**config.mk**
```make
export PLATFORM = sky130hd
export DESIGN_NAME = config_loader_flat
export DESIGN_NICKNAME = d
export VERILOG_FILES = /design/src/rtl/config_loader_if.sv /design/src/rtl/config_loader.sv /design/src/flat_wrapper.sv
export SDC_FILE = /design/constraint.sdc
export NUM_CORES = 1
export LEC_CHECK = 0
export ABC_AREA = 0
export CORE_MARGIN = 5
export CORE_UTILIZATION = 30
export DETAILED_ROUTE_END_ITERATION = 16
export PLACE_DENSITY_LB_ADDON = 0.05
export SLEW_MARGIN = 15
export SYNTH_ARGS = -nofsm -noshare
export SYNTH_HDL_FRONTEND = slang
export SYNTH_SLANG_ARGS = --single-unit
```
**constraint.sdc**
```tcl
create_clock -name i_Clock -period 2.9 [get_ports i_Clock]
set_clock_uncertainty 0.1 [all_clocks]
set_input_delay 0.725 -clock i_Clock [delete_from_list [all_inputs] [get_ports i_Clock]]
set_output_delay 0.725 -clock i_Clock [all_outputs]
set_load 0.03 [all_outputs]
```
**src/rtl/config_loader_if.sv**
```systemverilog
// Host-side byte stream into the configuration loader: start pulse plus valid/ready data.
interface config_loader_if;
    logic       i_Start;
    logic [7:0] i_Data;
    logic       i_Valid;
    logic       o_Ready;

    // Host drives start and data; the loader answers with ready.
    modport master (
        output i_Start,
        output i_Data,
        output i_Valid,
        input  o_Ready
    );

    modport slave (
        input  i_Start,
        input  i_Data,
        input  i_Valid,
        output o_Ready
    );
endinterface

```
**src/rtl/config_loader.sv**
```systemverilog
// Configuration chain loader: takes a byte stream, serialises CHAIN_LENGTH bits onto the
// shift chain with a divided, registered shift clock, then checks a trailing CRC-16-CCITT
// and releases the fabric only when the CRC matches.
module config_loader #(
    parameter int unsigned CHAIN_LENGTH = 80,
    parameter int unsigned CLK_DIV      = 1
) (
    input  logic           i_Clock,
    input  logic           i_Reset_n,
    config_loader_if.slave host,
    output logic           o_ConfigClock,
    output logic           o_ConfigShiftInput,
    input  logic           i_ConfigShiftOutput,
    output logic           o_ConfigActive,
    output logic           o_Done,
    output logic           o_Error
);

    localparam int unsigned BitW = $clog2(CHAIN_LENGTH + 1);
    localparam int unsigned DivW = $clog2(CLK_DIV + 1);

    localparam logic [BitW-1:0] ChainLast = BitW'(CHAIN_LENGTH - 1);
    localparam logic [DivW-1:0] DivLast   = DivW'(CLK_DIV - 1);
    localparam logic [15:0]     CrcInit   = 16'hFFFF;
    localparam logic [15:0]     CrcPoly   = 16'h1021;

    typedef enum logic [2:0] {
        StIdle,
        StLoad,
        StShift,
        StCrcLo,
        StCrcHi,
        StCheck,
        StDone,
        StError
    } state_t;

    state_t          state_q, state_d;
    logic [7:0]      byte_q, byte_d;
    logic [2:0]      bit_idx_q, bit_idx_d;
    logic [BitW-1:0] bit_cnt_q, bit_cnt_d;
    logic [DivW-1:0] div_q, div_d;
    logic            cclk_q, cclk_d;
    logic            sin_q, sin_d;
    logic [15:0]     crc_q, crc_d;
    logic [15:0]     exp_q, exp_d;
    logic            active_q, active_d;
    logic            done_q, done_d;
    logic            error_q, error_d;

    logic [15:0]     crc_step;
    logic [2:0]      bit_idx_inc;
    logic            crc_fb;

    // Readback path is reserved; keep the input visibly consumed.
    logic unused_shift_out;
    assign unused_shift_out = i_ConfigShiftOutput;

    // One serial CRC step over the bit currently presented to the chain.
    always_comb begin
        crc_fb   = crc_q[15] ^ sin_q;
        crc_step = {crc_q[14:0], 1'b0} ^ (crc_fb ? CrcPoly : 16'h0000);
    end

    assign bit_idx_inc = bit_idx_q + 3'd1;

    // State register and all datapath registers.
    always_ff @(posedge i_Clock or negedge i_Reset_n) begin
        if (!i_Reset_n) begin
            state_q   <= StIdle;
            byte_q    <= '0;
            bit_idx_q <= '0;
            bit_cnt_q <= '0;
            div_q     <= '0;
            cclk_q    <= 1'b0;
            sin_q     <= 1'b0;
            crc_q     <= '0;
            exp_q     <= '0;
            active_q  <= 1'b0;
            done_q    <= 1'b0;
            error_q   <= 1'b0;
        end else begin
            state_q   <= state_d;
            byte_q    <= byte_d;
            bit_idx_q <= bit_idx_d;
            bit_cnt_q <= bit_cnt_d;
            div_q     <= div_d;
            cclk_q    <= cclk_d;
            sin_q     <= sin_d;
            crc_q     <= crc_d;
            exp_q     <= exp_d;
            active_q  <= active_d;
            done_q    <= done_d;
            error_q   <= error_d;
        end
    end

    // Next-state and datapath updates; cclk_q doubles as the phase flag (0 = A, 1 = B).
    always_comb begin
        state_d   = state_q;
        byte_d    = byte_q;
        bit_idx_d = bit_idx_q;
        bit_cnt_d = bit_cnt_q;
        div_d     = div_q;
        cclk_d    = 1'b0;
        sin_d     = sin_q;
        crc_d     = crc_q;
        exp_d     = exp_q;
        active_d  = active_q;
        done_d    = done_q;
        error_d   = error_q;

        unique case (state_q)
            StIdle, StDone, StError: begin
                if (host.i_Start) begin
                    state_d   = StLoad;
                    bit_idx_d = '0;
                    bit_cnt_d = '0;
                    div_d     = '0;
                    crc_d     = CrcInit;
                    active_d  = 1'b0;
                    done_d    = 1'b0;
                    error_d   = 1'b0;
                end
            end

            StLoad: begin
                if (host.i_Valid) begin
                    byte_d    = host.i_Data;
                    sin_d     = host.i_Data[0];
                    bit_idx_d = '0;
                    div_d     = '0;
                    state_d   = StShift;
                end
            end

            StShift: begin
                if (!cclk_q) begin
                    // Phase A: data set up, clock low.
                    if (div_q == DivLast) begin
                        div_d  = '0;
                        cclk_d = 1'b1;
                        crc_d  = crc_step;
                    end else begin
                        div_d  = div_q + DivW'(1);
                    end
                end else begin
                    // Phase B: clock high, data held.
                    if (div_q == DivLast) begin
                        div_d     = '0;
                        cclk_d    = 1'b0;
                        bit_cnt_d = bit_cnt_q + BitW'(1);
                        bit_idx_d = bit_idx_inc;
                        if (bit_cnt_q == ChainLast) begin
                            // Any remaining pad bits of this byte are dropped here.
                            state_d = StCrcLo;
                        end else if (bit_idx_q == 3'd7) begin
                            state_d = StLoad;
                        end else begin
                            sin_d = byte_q[bit_idx_inc];
                        end
                    end else begin
                        div_d  = div_q + DivW'(1);
                        cclk_d = 1'b1;
                    end
                end
            end

            StCrcLo: begin
                if (host.i_Valid) begin
                    exp_d[7:0] = host.i_Data;
                    state_d    = StCrcHi;
                end
            end

            StCrcHi: begin
                if (host.i_Valid) begin
                    exp_d[15:8] = host.i_Data;
                    state_d     = StCheck;
                end
            end

            StCheck: begin
                if (crc_q == exp_q) begin
                    state_d  = StDone;
                    active_d = 1'b1;
                    done_d   = 1'b1;
                end else begin
                    state_d  = StError;
                    error_d  = 1'b1;
                end
            end

            default: state_d = StIdle;
        endcase
    end

    // Ready is a pure state decode so it never depends on i_Valid.
    always_comb begin
        host.o_Ready = (state_q == StLoad) || (state_q == StCrcLo) || (state_q == StCrcHi);
    end

    assign o_ConfigClock      = cclk_q;
    assign o_ConfigShiftInput = sin_q;
    assign o_ConfigActive     = active_q;
    assign o_Done             = done_q;
    assign o_Error            = error_q;

endmodule
```
**src/flat_wrapper.sv**
```systemverilog
// flat-port wrapper written by rule: the top's interface ports become plain ports
module config_loader_flat 
#(
    parameter int unsigned CHAIN_LENGTH = 80,
    parameter int unsigned CLK_DIV      = 1
)
  (i_Clock, i_Reset_n, o_ConfigClock, o_ConfigShiftInput, i_ConfigShiftOutput, o_ConfigActive, o_Done, o_Error, host_i_Start, host_i_Data, host_i_Valid, host_o_Ready);
  config_loader_if host_i ();
  input  logic i_Clock;
  input  logic i_Reset_n;
  output logic o_ConfigClock;
  output logic o_ConfigShiftInput;
  input  logic i_ConfigShiftOutput;
  output logic o_ConfigActive;
  output logic o_Done;
  output logic o_Error;
  input wire logic [$bits(host_i.i_Start)-1:0] host_i_Start;
  input wire logic [$bits(host_i.i_Data)-1:0] host_i_Data;
  input wire logic [$bits(host_i.i_Valid)-1:0] host_i_Valid;
  output wire logic [$bits(host_i.o_Ready)-1:0] host_o_Ready;
  assign host_i.i_Start = host_i_Start;
  assign host_i.i_Data = host_i_Data;
  assign host_i.i_Valid = host_i_Valid;
  assign host_o_Ready = host_i.o_Ready;
  config_loader #(.CHAIN_LENGTH(CHAIN_LENGTH), .CLK_DIV(CLK_DIV)) u_core (.i_Clock(i_Clock), .i_Reset_n(i_Reset_n), .host(host_i), .o_ConfigClock(o_ConfigClock), .o_ConfigShiftInput(o_ConfigShiftInput), .i_ConfigShiftOutput(i_ConfigShiftOutput), .o_ConfigActive(o_ConfigActive), .o_Done(o_Done), .o_Error(o_Error));
endmodule
```
# Word level (Yosys, flattened, before mapping)
# Index checks and enable logic that the tools add are counted.
dict set report word_totals {
  reg_bits 58
  elab_cells 103
}
dict set report op_classes {
  addsub 3
  n_lt_le_gt_ge 1
  eq_ne 22
  muxes 44
  n_bitwise 2
  reduce_logical 19
}
# op count
set ops {}
lappend ops {{two-way mux 16 bit} 3}
lappend ops {{two-way mux 3 bit} 12}
lappend ops {{case mux 16 bit (2 select lines)} 1}
lappend ops {{two-way mux 7 bit} 3}
lappend ops {{!= test 2 bit, second input constant} 9}
lappend ops {{case mux 3 bit (6 select lines)} 1}
lappend ops {{== test 16 bit} 1}
lappend ops {{two-way mux 1 bit} 16}
lappend ops {{bitwise XOR 16 bit} 1}
lappend ops {{== test 3 bit, second input constant} 5}
lappend ops {{case mux 7 bit (2 select lines)} 1}
lappend ops {{two-way mux 13 bit} 1}
lappend ops {{case mux 3 bit (3 select lines)} 1}
lappend ops {{AND reduction 3 bit} 3}
lappend ops {{AND reduction 4 bit} 2}
lappend ops {{adder 7 x 1 -> 7 bit, second input constant} 1}
lappend ops {{== test 7 bit, second input constant} 1}
lappend ops {{AND reduction 7 bit} 1}
lappend ops {{== test 3 x 2 -> 1 bit, second input constant} 2}
lappend ops {{case mux 1 bit (2 select lines)} 3}
lappend ops {{AND reduction 2 bit} 3}
lappend ops {{AND reduction 6 bit} 1}
lappend ops {{nonzero test 2 bit} 3}
lappend ops {{AND reduction 5 bit} 1}
lappend ops {{other kinds (13)} 15}

# Logic depth before layout (Yosys ltp)
# Gate-level depths: netlist of run 1.
dict set report logic_depth {
  depth_word 8
  depth_mapped 8
  ltp_nobuf 7
}

# Worst setup path before layout of run 1
# OpenSTA, ideal clock, no wires.
dict set report synth_path {
  path_type {reg-to-output}
  from {register u_core.state_q[0]}
  to {output port host_o_Ready}
  arrival_time_ns 1.069
  required_ns 2.075
  slack_ns 1.006
  path_stages_with_launch 4
  cell_sequence {dfrtp_1 -> buf_6 -> nor3b_1 -> a21o_1}
}
dict set report synth_via {
  elab_chain_cells 3
  elab_cells_between_ends 5
  cone_classes {eq/ne: 3; reduce/logical: 2}
}
# element line_no
set synth_lines {}
lappend synth_lines {{start: declaration} config_loader.sv:38} ;# state_t state_q, state_d;
lappend synth_lines {{start signal: assignment} config_loader.sv:70} ;# state_q <= StIdle;
lappend synth_lines {{start signal: assignment} config_loader.sv:83} ;# state_q <= state_d;
lappend synth_lines {{== test 3 x 1 -> 1 bit / == test 3 x 2 -> 1 bit (equally long branches)} config_loader.sv:200} ;# host.o_Ready = (state_q == StLoad) || (state_q == StCrcLo) || (state_q == StCrcHi);
lappend synth_lines {{logical OR 1 bit} config_loader.sv:200}
lappend synth_lines {{logical OR 1 bit *} config_loader.sv:200}
lappend synth_lines {{end: declaration} flat_wrapper.sv:20} ;# output wire logic [$bits(host_i.o_Ready)-1:0] host_o_Ready;
# Every way passes the cells marked *; elsewhere a longest branch is shown, timed or not.

# Worst setup path after layout of run 1
dict set report layout_path {
  from {register u_core.state_q[1]}
  to {output port host_o_Ready}
}
# Same word-level chain as after synthesis.

==> impl_metrics.ini, run 1 <==
[status]
status = finished, final reports clean

[routing]
dr.pass1.iters = 4
drc = 0
vias = 1838
wl_um = 6385
vias_per_cell = 4.824
drt_iter0_drc = 48
ant_nets = 0
wl_per_cell_um = 16.76

[power]
peakVddDrop_mv = 0.3604
p_leak_nw = 1.406
powerDensity_nw_per_um2 = 1123

[global_route]
overflow = 0
grt_max_degree = 58
grt_pass1_vias = 2012
antenna_found_initial = 0
grt_usage_pct = 12.74
grt_pass1_wl_um = 11070

[setup_path]
end_kind = primary output
path_cells = nor3b_2 -> a21o_1 -> clkdlybuf4s50_1
worstSetupStartpointType = register
critPathMaxStageDelay_ns = 0.66
cp_top_family = buffers and inverters
worstPathMaxFanout = 10
critical-path-slowest-cell = clkdlybuf4s50_1
cp_num_buf_inv = 1
crit_type = reg2out
cp.arrival_ns = 1.92
crit_required_ns = 2.08

[final_layout]
drive_above_1_share_pct = 20.15
layout.area.seq_um2 = 1426
nets = 284
multiInputGateArea_um2 = 1221
diodes = 0
areaGrowthSynthToFinish_pct = 19.83
finish.utilization_pct = 37.10
n_fill_cell = 869

[sta]
max_slew_margin_pct = 49.21
clock.fmax_mhz = 364.3
slew_violations = 0
hold_viol_final = 0
worstMarginPinSlew_ns = 0.7619
holdWs_ns = 0.3897
finalSetupTns_ns = 0
fin_crit_sh_pct = 94.65
fin_crit_ns = 2.745
rsz0062_at_grt = no
setup_viol = 0

[clock_tree]
cts_setup_buffers = 0
clk_latency_ns = 0.33
cts_resized = 0
cts_buffers = 9
tritoncts_num_sinks = 57
cts_tree = yes
clock_path_buffers = 2
cts_hold_buffers = 0
path_clk_slew_ns = 0.07
htreeDepth = 3
clockRootBuffer = clkbuf_8

[job]
cap_viol_max_count = 0

[yosys]
synth_seq_area_share_pct = 52.32
synth_most_common_cell = dfrtp_1
synth_top_area_share_pct = 52.32
synth_top_area_cell = dfrtp_1
synth_flop_cell = dfrtp_1
syn_nets = 261
yosysWarnings = 0
synth_area_leaders = dfrtp_1 52%, mux2_2 9.9%, xor2_1 6.7%
synthDistinctLibCells = 45
synth_cells = 245
avgSynthCellArea_um2 = 11.13
netlist_top_cells_count = 57 x dfrtp_1, 44 x nand2_1, 24 x mux2_2
ys_seq_elements = 57
ys_async_sr_fraction_pct = 100.0
netlist_area_um2 = 2726
synth_edf_count = 0

[floorplanning]
rows = 34
io_pins = 19
die_area_um2 = 11090
die_x_um = 105.3
core_um2 = 8806
start_util_pct = 30.96
die_h_um = 105.3

[placement]
io_buffers = 17
dp_hpwl_um = 4513
gp_congestion = 0.7688

[hold_path]
hold_class = reg2reg
## kinds of logic (layout without fill, tap and decap cells)
logic type,count (synthesis),after routing,synth area share [%]
AND/OR/NAND/NOR,88,88,16.43
AO/OA/AOI/OAI,31,31,7.068
adder cells (fa/ha/maj),3,3,1.377
buffers and inverters,15,43,3.074
XOR/XNOR,23,23,7.389
multiplexers,28,28,12.35
flip-flops,57,57,52.32
## layout by cell type (no fill, tap or decap), types with 2 or more instances in the layout
cell type,n
buf_4,5
xnor2_1,2
mux2_2,24
o21ai_0,14
xor2_1,21
nor2_1,5
nand3_1,13
nand2b_1,2
nor3_1,4
and2_1,2
inv_1,4
nor2b_1,2
clkdlybuf4s50_1,16
mux4_2,2
nand4_1,2
bufinv_16,3
nor4_1,4
nand2_1,44
dfrtp_1,57
nand2_2,2
a21oi_1,4
o211ai_1,3
ha_1,3
clkbuf_8,12
## per-stage QoR
| step | total power (W) | setup WS, ns | cell area, µm² | std cells |
|---|---|---|---|---|
| 6_report | 0.003668 | 0.1551 | 3267 | 381 |
| 5_1_grt | 0.003952 | 0.04938 | 3267 | 381 |
| 4_1_cts | 0.003723 | 0.03278 | 3262 | 381 |
| 3_5_place_dp | 0.002727 | 0.4106 | 2999 | 365 |
| 3_3_place_gp | 0.002717 | 0.3984 | 2999 | 365 |
| 2_1_floorplan | 0.002363 | 1.006 | 2726 | 245 |
## sequential cells by signal, summed over array words and instances, names as in the netlist
signal and count:
u_core.bit_cnt_q 7, u_core.bit_idx_q 3, u_core.byte_q 8, u_core.crc_q 16
u_core.exp_q 16, u_core.o_ConfigActive 1, u_core.o_ConfigClock 1, u_core.o_ConfigShiftInput 1
u_core.o_Error 1, u_core.state_q 3
## layer usage
layer | part of all wire, % | vias up | global-route usage [%]
met5 | 0 | - | 0
met4 | 1.1 | 0 | 3.843
met3 | 3.2 | 7 | 4.095
met2 | 47 | 28 | 19.67
met1 | 49 | 904 | 17.05
li1 | - | 899 | -
## path summary, 6_finish.rpt
check	startpoint	depth (start not counted)	slack, ns	end
max	u_core.state_q[1]	3	0.16	host_o_Ready
min	u_core.bit_idx_q[2]	2	0.39	u_core.bit_idx_q[2]
max reg2reg	u_core.state_q[0]	5	0.86	u_core.o_ConfigShiftInput
min reg2reg	u_core.bit_idx_q[2]	2	0.39	u_core.bit_idx_q[2]
max in group asynchronous	i_Reset_n	2	1.75	u_core.bit_idx_q[1]
min in group asynchronous	i_Reset_n	2	0.45	u_core.bit_cnt_q[0]
## worst reg2reg max path: cells and delay by family, from the launching register on
family,cells,cell delay (ns)
multiplexers,1,0.31
flip-flops,1,0.37
AND/OR/NAND/NOR,3,0.93
buffers and inverters,1,0.20
## power by group
part / internal (W) / switching, W / total [W]
combinational: 0.000625 / 0.000652 / 0.00128
clock: 0.000642 / 0.000330 / 0.000972
sequential: 0.00113 / 0.000295 / 0.00142
total: 0.00239 / 0.00128 / 0.00367
## final cells by class
| class | instances | area share [%] |
|---|---|---|
| clock buffer | 12 | 5.056 |
| clock inverter | 4 | 2.987 |
| inverter | 5 | 0.5745 |
| multi-input combinational | 173 | 37.38 |
| sequential | 57 | 43.66 |
| tap | 108 | 4.136 |
| timing repair buffer | 22 | 6.205 |
No activity file was read; power rests on OpenSTA's default activity.
==> run 2, diff against run 1 <==
--- a/config.mk
+++ b/config.mk
@@ -9,7 +9,7 @@
 export CORE_MARGIN = 5
 export CORE_UTILIZATION = 30
 export DETAILED_ROUTE_END_ITERATION = 16
-export PLACE_DENSITY_LB_ADDON = 0.05
+export PLACE_DENSITY = 0.48
 export SLEW_MARGIN = 15
 export SYNTH_ARGS = -nofsm -noshare
 export SYNTH_HDL_FRONTEND = slang
==> constraint.sdc (replaced) <==
create_clock -name i_Clock -period 2.9 [get_ports i_Clock]
set_clock_uncertainty 0.1 [all_clocks]
set_input_delay 0.725 -clock i_Clock [delete_from_list [all_inputs] [get_ports i_Clock]]
set_output_delay 0.725 -clock i_Clock [all_outputs]
set_load 0.1 [all_outputs]
==> impl_metrics.ini, run 2 (synthesis gave the netlist of run 1 again) <==
[floorplanning]
rows = 34
die_area_um2 = 11090
io_pins = 19
die_h_um = 105.3
start_util_pct = 30.96
core_um2 = 8806
die_x_um = 105.3

[clock_tree]
cts_buffers = 9
cts_setup_buffers = 0
cts_tree = yes
clk_latency_ns = 0.34
path_clk_slew_ns = 0.06
tritoncts_num_sinks = 57
clockRootBuffer = clkbuf_8
htreeDepth = 3
clock_path_buffers = 2
cts_hold_buffers = 0
cts_resized = 0

[setup_path]
setup.reg_to_reg.worst_slack_ns = 0.88
worstPathMaxFanout = 14
crit_required_ns = 2.08
crit-reg2reg-launch = u_core.state_q[0]
worstSetupStartpointType = register
end_kind = primary output
crit_type = reg2out
cp.arrival_ns = 1.64
reg2regPathDepth = 4
regToRegEndpoint = u_core.o_ConfigShiftInput

[placement]
io_buffers = 17
dp_hpwl_um = 4126
gp_congestion = 0.7369

[routing]
vias_per_cell = 4.757
drc = 0
wl_um = 5838
wl_per_cell_um = 15.40
dr.pass1.iters = 4
vias = 1803
drt_iter0_drc = 53
ant_nets = 0

[final_layout]
nets = 282
diodes = 0
reg_top3 = u_core.crc_q: 16 flops, u_core.exp_q: 16 flops, u_core.byte_q: 8 flops
final_cell_mix = 57 x dfrtp_1, 44 x nand2_1, 24 x mux2_2, 21 x xor2_1, 14 x o21ai_0
finish.utilization_pct = 36.15
layout_commonest_cell = dfrtp_1
drive_above_1_share_pct = 20.30
areaGrowthSynthToFinish_pct = 16.75

[power]
power_frac_comb_pct = 38.7
powerDensity_nw_per_um2 = 1119
pwr-share-seq_pct = 40.8
peakVddDrop_mv = 0.4068
p_leak_nw = 1.382
clock_power_share_pct = 20.5
netSwitchingPower_w = 0.001396
sw_frac_of_total_pct = 39.19
power.internal_w = 0.002167
total_power_w = 0.003563

[global_route]
grt_usage_pct = 11.57
grtUsageMet1_pct = 14.97
antenna_found_initial = 0
met2_usage_pct = 17.58
grt-busiest-layer = met2
grt_pass1_vias = 1917
overflow = 0
grt_pass1_wl_um = 9860
grt_max_degree = 58
use_met3_pct = 3.362

[sta]
clock.fmax_mhz = 405.2
setup_viol = 0
finalSetupTns_ns = 0
slew_violations = 0
worstMarginPinSlew_ns = 0.4408
fin_crit_ns = 2.468
fin_crit_sh_pct = 85.10
max_slew_margin_pct = 70.61
hold_viol_final = 0
rsz0062_at_grt = no

[job]
cap_viol_max_count = 0

[hold_path]
hold_class = in2async

[status]
status = finished, final reports clean
-- run 2: how the worst max path moves through the flow --
stage | to | start | slack, ns
finish | host_o_Ready | u_core.state_q[2] | 0.43
floorplan | host_o_Ready | u_core.state_q[0] | 0.60
CTS | host_o_Ready | u_core.state_q[2] | 0.40
global route | host_o_Ready | u_core.state_q[2] | 0.30
global placement | u_core.o_ConfigShiftInput | host_i_Valid | 0.51
detailed placement | u_core.o_ConfigShiftInput | host_i_Valid | 0.49
-- run 2: power groups by stage --
stage	Clock, W	Combinational (W)	Sequential, W
after global routing	0.000789	0.00153	0.00151
after floorplan	0	0.00104	0.00148
final	0.000729	0.00138	0.00146
after detailed placement	0	0.00139	0.00148
after CTS	0.000759	0.00140	0.00147
after global placement	0	0.00138	0.00147
-- run 2: area by class of cell --
class                   instances  area [µm²]
fillers                       901        5623
well taps                     108       135.1
clock buffers                  13       148.9
repair buffers                 20       197.7
clock inverters                 3       40.04
inverters                       5       18.77
multi-input cells             173        1216
flip-flops and latches         57        1426
-- run 2: worst max-delay path, cell delays in order (launching register included) --
cell and delay (ns):
dfrtp_1 0.59, nor3b_1 0.36, a21o_1 0.17, buf_12 0.18
-- run 2: metal layers --
| layer | vias to the layer above | share of wire [%] | routed length (µm) |
|---|---|---|---|
| li1 | 889 | - | - |
| met1 | 875 | 48 | 2788 |
| met2 | 29 | 46 | 2714 |
| met3 | 10 | 3.7 | 218 |
| met4 | 0 | 2.0 | 117 |
| met5 | - | 0 | 0 |
-- run 2: stage by stage --
stage	cell area [µm²]	hold WS [ns]	setup slack [ns]	std cells
after global routing	3183	0.3057	0.2961	379
after CTS	3183	0.2764	0.4005	379
after floorplan	2726	0.3294	0.5992	245
final	3183	0.2768	0.4321	379
after global placement	2994	0.3684	0.5051	363
after detailed placement	2994	0.3766	0.4918	363
==> run 3, diff against run 2 <==
--- a/config.mk
+++ b/config.mk
@@ -6,10 +6,11 @@
 export NUM_CORES = 1
 export LEC_CHECK = 0
 export ABC_AREA = 0
+export CAP_MARGIN = 5
 export CORE_MARGIN = 5
 export CORE_UTILIZATION = 30
 export DETAILED_ROUTE_END_ITERATION = 16
-export PLACE_DENSITY = 0.48
+export PLACE_DENSITY = 0.5
 export SLEW_MARGIN = 15
 export SYNTH_ARGS = -nofsm -noshare
 export SYNTH_HDL_FRONTEND = slang
==> constraint.sdc (replaced) <==
create_clock -name i_Clock -period 2.05 [get_ports i_Clock]
set_clock_uncertainty 0.1 [all_clocks]
set_input_delay 0.5125 -clock i_Clock [delete_from_list [all_inputs] [get_ports i_Clock]]
set_output_delay 0.5125 -clock i_Clock [all_outputs]
set_load 0.1 [all_outputs]
==> impl_metrics.ini, run 3 (synthesis gave the netlist of run 1 again) <==
[status]
status = finished, final reports clean

[placement]
preCtsSetupSlack_ns = -0.01296
dp_hpwl_um = 4430
dp.cells = 374
gp_congestion = 0.7891
io_buffers = 17

[routing]
ant_nets = 0
dr.pass1.iters = 4
vias = 1898
wl_per_cell_um = 15.60
vias_per_cell = 4.793
drt_iter0_drc = 116
drc = 0
wl_um = 6177

[power]
pwr-share-seq_pct = 37.8
powerDensity_nw_per_um2 = 1579
netSwitchingPower_w = 0.002100
peakVddDrop_mv = 0.6426
power_frac_comb_pct = 42.8
clock_power_share_pct = 19.5
sw_frac_of_total_pct = 38.57
power.internal_w = 0.003344
p_leak_nw = 1.497

[sta]
timing.final.ws_setup_ns = 0.07450
fin_crit_ns = 1.975
rsz0062_at_grt = no
setup_viol = 0
clock.fmax_mhz = 506.2
fin_crit_sh_pct = 96.37
max_slew_margin_pct = 68.04
hold_viol_final = 0
slew_violations = 0
worstMarginPinSlew_ns = 0.4794
finalSetupTns_ns = 0

[clock_tree]
cts_buffers = 9
cts_tree = yes
clk_latency_ns = 0.34
clockRootBuffer = clkbuf_8
tritoncts_num_sinks = 57
clock_path_buffers = 2
htreeDepth = 3
path_clk_slew_ns = 0.07
cts_hold_buffers = 0

[floorplanning]
io_pins = 19
die_x_um = 105.3
die_h_um = 105.3
die_area_um2 = 11090
start_util_pct = 30.96
rows = 34
core_um2 = 8806

[final_layout]
final_cell_mix = 53 x dfrtp_1, 44 x nand2_1, 24 x mux2_2, 21 x xor2_1, 15 x buf_4
reg_top3 = u_core.crc_q: 16 flops, u_core.exp_q: 16 flops, u_core.byte_q: 8 flops
nets = 299
drive_above_1_share_pct = 27.78
areaGrowthSynthToFinish_pct = 26.48
layout_commonest_cell = dfrtp_1
diodes = 0
instances_no_fill = 396

[setup_path]
path_cells = nor3b_4 -> a21o_2 -> buf_12
cp.arrival_ns = 1.36
cp_top_family = flip-flops
cp_num_buf_inv = 1
end_kind = primary output
worstSetupStartpointType = register
worstPathMaxFanout = 8
critPathMaxStageDelay_ns = 0.47
crit_type = reg2out
critical-path-slowest-cell = dfrtp_2
crit_required_ns = 1.44

[global_route]
antenna_found_initial = 0
grt_max_degree = 27
grt_usage_pct = 11.77
grt_pass1_vias = 1881
grt_pass1_wl_um = 10030
overflow = 0

[hold_path]
hold_class = in2async

[job]
cap_viol_max_count = 0
-- run 3: cell types whose count changed in the layout (fill, tap and decap cells not counted), moves of 2 or more --
cell        previous run  this run
dfrtp_2                0         4
clkinvlp_4             0         2
buf_4                  7        15
buf_12                 2        11
dfrtp_1               57        53
clkbuf_1               3         1
-- run 3: power groups by stage --
stage | clock [W] | combinational, W | sequential, W
after floorplan | 0 | 0.00148 | 0.00210
final | 0.00106 | 0.00233 | 0.00206
after global routing | 0.00116 | 0.00255 | 0.00212
after detailed placement | 0 | 0.00223 | 0.00208
after global placement | 0 | 0.00220 | 0.00208
after CTS | 0.00109 | 0.00224 | 0.00207
-- run 3: cell type report --
cell class / instances / area (µm²)
tap: 108 / 135.1
multi-input combinational: 173 / 1229
fill: 862 / 5358
clock inverter: 5 / 55.05
clock buffer: 11 / 141.4
sequential: 57 / 1431
timing repair buffer: 37 / 437.9
inverter: 5 / 18.77
-- run 3: worst paths after layout --
check	startpoint	to	slack (ns)	cells after the start
min in group i_Clock	u_core.bit_cnt_q[6]	u_core.bit_cnt_q[6]	0.39	1
setup reg to reg	u_core.bit_idx_q[0]	u_core.o_ConfigShiftInput	0.21	5
hold / removal	i_Reset_n	u_core.crc_q[8]	0.03	1
setup / recovery	u_core.state_q[2]	host_o_Ready	0.07	3
max in group asynchronous	i_Reset_n	u_core.bit_idx_q[0]	1.26	2
hold reg to reg	u_core.bit_cnt_q[6]	u_core.bit_cnt_q[6]	0.39	1
-- run 3: stage by stage --
step | instance area (µm²) | hold slack, ns | power (W) | utilization (%)
2_1_floorplan | 2729 | 0.1169 | 0.003574 | -
3_3_place_gp | 3192 | 0.3710 | 0.004272 | 36.25
3_5_place_dp | 3192 | 0.3759 | 0.004314 | 36.25
4_1_cts | 3396 | 0.02985 | 0.005407 | 38.56
5_1_grt | 3448 | 0.04600 | 0.005826 | 39.16
6_report | 3448 | 0.02674 | 0.005444 | 39.16
-- run 3: what timing repair did --
| action | 4_1_cts | 5_1_grt |
|---|---|---|
| endpoints found under the hold margin | 0 | 0 |
| endpoints found under the setup margin | 1 | 1 |
| resized for setup | 3 | 2 |
| setup buffers | 0 | 6 |
| gates cloned | 0 | 0 |
-- run 3: per-layer routing --
metal	routed length, µm	part of all wire, %	up-vias	global-route usage (%)
li1	-	-	931	-
met1	3074	50	933	15.88
met2	2843	46	27	17.62
met3	168	2.7	7	3.545
met4	90	1.5	0	4.780
met5	0	0	-	0
